$ cat config.mk
export PLATFORM = sky130hd
export DESIGN_NAME = fetch_ctrl
export DESIGN_NICKNAME = d
export VERILOG_FILES = /design/src/rtl/fetch_ctrl.sv
export SDC_FILE = /design/constraint.sdc
export NUM_CORES = 1
export LEC_CHECK = 0
export ABC_AREA = 1
export CAP_MARGIN = 5
export CORE_MARGIN = 2
export CORE_UTILIZATION = 25
export CTS_BUF_LIST = sky130_fd_sc_hd__clkbuf_2
export CTS_CLUSTER_SIZE = 14
export DETAILED_ROUTE_END_ITERATION = 6
export HOLD_SLACK_MARGIN = 0.06
export PLACE_DENSITY = 0.53
export SLEW_MARGIN = 25
export SYNTH_ARGS = -nofsm -noshare
export SYNTH_HDL_FRONTEND = slang
export SYNTH_SLANG_ARGS = --single-unit
$ cat constraint.sdc
create_clock -name clk -period 10.5 [get_ports clk]
set_input_delay 1.575 -clock clk [delete_from_list [all_inputs] [get_ports clk]]
set_output_delay 1.575 -clock clk [all_outputs]
set_load 0.01 [all_outputs]
$ cat src/rtl/fetch_ctrl.sv
// rtl/fetch_ctrl.sv - instruction fetch sequencer with {pc, instr} FIFO toward decode
// Optional HALT_ON_ZERO_EN: a zero instruction word stops fetch in HALT.
module fetch_ctrl #(
    parameter logic [31:0] RESET_PC = 32'h0000_0000,
    parameter int          DEPTH    = 2
) (
    input  logic        clk,
    input  logic        rst,
    input  logic        start,
    output logic [31:0] imem_addr,
    input  logic [31:0] imem_rd,
    output logic        out_valid,
    input  logic        out_ready,
    output logic [31:0] out_instr,
    output logic [31:0] out_pc,
    input  logic        redirect_valid,
    input  logic [31:0] redirect_pc,
    output logic        halted,
    output logic        busy,
    output logic [31:0] fetch_count
);

    localparam int AW = (DEPTH > 1) ? $clog2(DEPTH) : 1;

    typedef enum logic [1:0] {
        S_IDLE  = 2'd0,
        S_FETCH = 2'd1,
        S_HALT  = 2'd2
    } state_t;

    state_t        state_q, state_d;
    logic [31:0]   pc_q, pc_d;
    logic [31:0]   cnt_q, cnt_d;
    logic [AW-1:0] wr_ptr_q, rd_ptr_q;
    logic [AW:0]   occ_q;
    logic [31:0]   mem_pc_q    [DEPTH];
    logic [31:0]   mem_instr_q [DEPTH];

    logic full;
    logic push;
    logic pop;
    logic zero_halt;
    logic unused_redirect_lsb;

    assign unused_redirect_lsb = ^redirect_pc[1:0];

`ifdef HALT_ON_ZERO_EN
    assign zero_halt = (imem_rd == 32'h0);
    assign halted    = (state_q == S_HALT);
`else
    assign zero_halt = 1'b0;
    assign halted    = 1'b0;
`endif

    assign full      = (occ_q == (AW+1)'(DEPTH));
    assign out_valid = (occ_q != '0);
    assign pop       = out_valid && out_ready && !redirect_valid;
    // A full FIFO may still accept a word when the head leaves in the same cycle.
    assign push      = (state_q == S_FETCH) && !redirect_valid && !zero_halt && (!full || pop);

    assign imem_addr   = pc_q;
    assign fetch_count = cnt_q;
    assign busy        = (state_q == S_FETCH) || out_valid;
    assign out_instr   = out_valid ? mem_instr_q[rd_ptr_q] : 32'h0;
    assign out_pc      = out_valid ? mem_pc_q[rd_ptr_q]    : 32'h0;

    always_comb begin
        state_d = state_q;
        pc_d    = pc_q;
        cnt_d   = cnt_q;
        if (redirect_valid) begin
            state_d = S_FETCH;
            pc_d    = {redirect_pc[31:2], 2'b00};
        end else begin
            case (state_q)
                S_IDLE: begin
                    if (start) state_d = S_FETCH;
                end
                S_FETCH: begin
                    if (zero_halt) begin
                        state_d = S_HALT;
                    end else if (push) begin
                        pc_d  = pc_q + 32'd4;
                        cnt_d = cnt_q + 32'd1;
                    end
                end
                default: begin
                    state_d = state_q;
                end
            endcase
        end
    end

    always_ff @(posedge clk) begin
        if (rst) begin
            state_q <= S_IDLE;
            pc_q    <= RESET_PC;
            cnt_q   <= 32'h0;
        end else begin
            state_q <= state_d;
            pc_q    <= pc_d;
            cnt_q   <= cnt_d;
        end
    end

    always_ff @(posedge clk) begin
        if (rst || redirect_valid) begin
            wr_ptr_q <= '0;
            rd_ptr_q <= '0;
            occ_q    <= '0;
        end else begin
            if (push) wr_ptr_q <= wr_ptr_q + 1'b1;
            if (pop)  rd_ptr_q <= rd_ptr_q + 1'b1;
            occ_q <= occ_q + {{AW{1'b0}}, push} - {{AW{1'b0}}, pop};
        end
    end

    // Storage needs no reset: entries are only visible while occupancy covers them.
    always_ff @(posedge clk) begin
        if (push) begin
            mem_pc_q[wr_ptr_q]    <= pc_q;
            mem_instr_q[wr_ptr_q] <= imem_rd;
        end
    end

endmodule

==> summary.md <==
| Metric | Value |
|---|---|
| Final wirelength | `27000 microns` |
| Top FF cell, synth | `edfxtp_1` |
| WHS | `0.518 ns` |
| Hold-fix buffers, CTS | `0` |
| Via Count | `7529` |
| Pins over their slew limit | `0` |
| Crit path DAT | `3.16 ns` |
| First-pass GRT wire length | `40100 microns` |
| H-tree levels | `4` |
| Post-route clock period utilization | `45.1%` |
| Worst Setup Start Kind | `flop` |
| Status | `finished clean` |
| CTS buffer count | `17` |
| RSZ-0062 raised after global routing | `false` |
| WHS Path Cells | `3` |
| Worst-path clk slew | `0.31 ns` |
| R2R setup slack | `8.12 ns` |
| Resized Gates After CTS | `0` |
| Clk buf depth | `2` |
| Library cells used by synthesis | `38` |
| MaxCap Viol Count | `0` |
| Cell Rows | `68` |
| Worst path max stage delay | `0.58 ns` |
| VDD IR-drop max | `0.0643 mV` |
| First-pass detailed-route iteration total | `5` |
| Clock Latency Late Sink | `0.82 ns` |
| CTS sink cnt | `192` |
| Sw power | `382 uW` |
| Comb power frac | `10.3%` |
| Overall power | `1370 uW` |
| Worst-path fanout max | `63` |
| CP bufs+invs | `4` |
| Fin. Hold Viols | `0` |
| Post-Synthesis Cell Area | `8850 sq um` |
| # DRC | `0` |
| Tmin final | `4.74 ns` |
| Setup Fix Bufs, Post-CTS | `0` |
| Antenna violations before repair | `4` |
| Async SR Flop Fraction | `0%` |
| DR WL/cell | `15.9 microns` |
| Nets | `1301` |
| Starting Density | `25.5%` |
| Chip Height | `192 microns` |
| Cell repeated most along the worst path | `buf_4` |
| Clock network power share | `27.7%` |
| Reg power frac | `61.9%` |
| Slew HR | `37.7%` |
| Avg Cell Area, Syn | `8.43 sq um` |
| DRT iter0 DRCs | `481` |
| Die X | `192 microns` |
| Die area | `36900 sq um` |
| Share of cells above drive strength 1 | `4.75%` |
| Critical Path End Type | `output port` |
| Post-synth EDFFs | `124` |
| Critical Path Stages | `6` |
| Setup Skew | `0.0668 ns` |
| Setup CP Type | `flop to output port` |
| Largest net degree at the start of global routing | `64` |
| Yosys reg bits | `192` |
| Data required, critical path | `8.93 ns` |
| Vias in the first global route | `7130` |
| I/O pin total | `200` |
| Via/cell ratio | `4.43` |
| Post-synthesis sequential area ratio | `57.4%` |
| CP max stage cell | `clkdlybuf4s50_1` |
| Setup_tns | `0 ns` |
| Static Leak | `0.00397 uW` |
| Grt ovf | `0` |
| Internal | `991 uW` |
| GPL Wtd Cong | `0.820` |
| YS warnings | `0` |
| Root Buffer | `clkbuf_2` |
| CP cell instances | `buf_4 > inv_2 > buf_4 > nand2_1 > a21oi_1 > clkdlybuf4s50_1` |
| Total GRT Usage | `14.4%` |
| Power Density | `120 nW/um^2` |
| Reg2reg path depth | `8` |
| Hpwl dp | `18200 microns` |
| Min-Delay Path Class | `flop to flop` |
| Endpoints failing setup | `0` |
| Switch share | `27.8%` |
| Max Freq | `211 MHz` |
| Port buffer count | `192` |
| Remaining antenna violation count | `0` |
| CTS tree | `yes` |
| Worst-Margin Slew | `0.935 ns` |
| Core area | `34700 sq um` |
| Area delta synth->final | `29.6%` |
| Critical path's top delay family | `buffers and inverters` |
| Cell count after synthesis | `1050` |
[layout by cell type (no fill, tap or decap), drive strengths merged, types with 5 or more instances in the layout]
| cell | count |
|---|---|
| nand2 | 355 |
| clkdlybuf4s50 | 192 |
| nor2 | 134 |
| edfxtp | 124 |
| a21oi | 101 |
| inv | 83 |
| dfxtp | 68 |
| nand3 | 48 |
| o21ai | 38 |
| clkbuf | 18 |
| nor3 | 9 |
| xor2 | 8 |
| a31oi | 8 |
| buf | 8 |
| nand3b | 7 |
| nand4 | 5 |
| nor3b | 5 |
| conb | 5 |
[state kept, by name, indices dropped and copies added (netlist names), named ones only]
name         count
imem_addr       30
occ_q            2
mem_instr_q     64
wr_ptr_q         1
mem_pc_q        60
rd_ptr_q         1
state_q          1
fetch_count     32
[power by group through the flow]
stage / combinational (uW) / sequential, uW / clock, uW
final: 142 / 850 / 381
after global routing: 156 / 855 / 429
after CTS: 145 / 851 / 400
after detailed placement: 144 / 866 / 0
after global placement: 143 / 865 / 0
after floorplan: 62.8 / 864 / 0
[cells by family (layout without fill, tap and decap cells)]
logic type      Yosys count  after routing  share of synthesized area [%]
buf+inv                 122            310                           5.71
flops                   192            192                           57.4
compound gates          157            157                           9.33
other cells               1              6                         0.0424
fa+ha+maj                 3              3                          0.424
xor+xnor                  9              9                          0.891
simple gates            566            566                           26.2
[synth_stat cells (all sizes together) (2+ instances only)]
library cell | n | area (sq um)
a21oi | 101 | 505
clkbuf | 26 | 97.6
nand3 | 48 | 240
nor2 | 134 | 520
a22oi | 2 | 15.0
o21ai | 38 | 190
o21bai | 3 | 22.5
o211ai | 4 | 35.0
dfxtp | 68 | 1360
nand4 | 5 | 31.3
nand2 | 355 | 1340
xor2 | 8 | 70.1
nor3 | 9 | 72.6
buf | 18 | 115
edfxtp | 124 | 3720
nor3b | 5 | 37.5
nand3b | 7 | 52.6
ha | 3 | 37.5
inv | 78 | 293
a31oi | 8 | 50.1
[tightest hold or removal path, delay by kind of cell, from the launching register on]
family | cells | cell delay (ns)
AND/OR/NAND/NOR | 3 | 0.16
flip-flops | 1 | 0.40
[metrics by stage]
step	worst slack (ns)	utilization [%]	area [sq um]	instances
after global routing	5.41	33.1	11500	1698
after global placement	6.07	32.3	11200	1665
final	5.76	33.1	11500	1698
after CTS	5.58	33.0	11500	1697
after detailed placement	6.03	32.3	11200	1665
after floorplan	5.03	-	8870	1054
[final cells by class]
| class | count | area [sq um] |
|---|---|---|
| Inverter | 78 | 293 |
| Sequential cell | 192 | 5090 |
| Multi-Input combinational cell | 740 | 3300 |
| Antenna cell | 1 | 2.50 |
| Clock inverter | 14 | 151 |
| Clock buffer | 18 | 90.1 |
| Fill cell | 3671 | 23200 |
| Timing Repair Buffer | 200 | 1980 |
| Tap cell | 455 | 569 |
[path summary, 6_finish.rpt]
check                                           end             startpoint
worst max-delay path                     out_pc[30]                   flop
worst min-delay path                           flop  rd_ptr_q$_SDFFE_PP0P_
worst max register to register  occ_q[1]$_SDFF_PP0_    occ_q[1]$_SDFF_PP0_
worst min register to register                 flop  rd_ptr_q$_SDFFE_PP0P_
[metal layers]
layer  track usage (%)  vias up  share of wire [%]  wire length (microns)
met5                 0        -               0.14                     38
met4              4.05        6                1.4                    388
met3              3.69       27                6.2                   1670
met2              23.9      180                 47                  12600
met1              18.6     3514                 45                  12300
li1                  -     3802                  -                      -
Note: power is estimated with default switching activity, not from simulation.
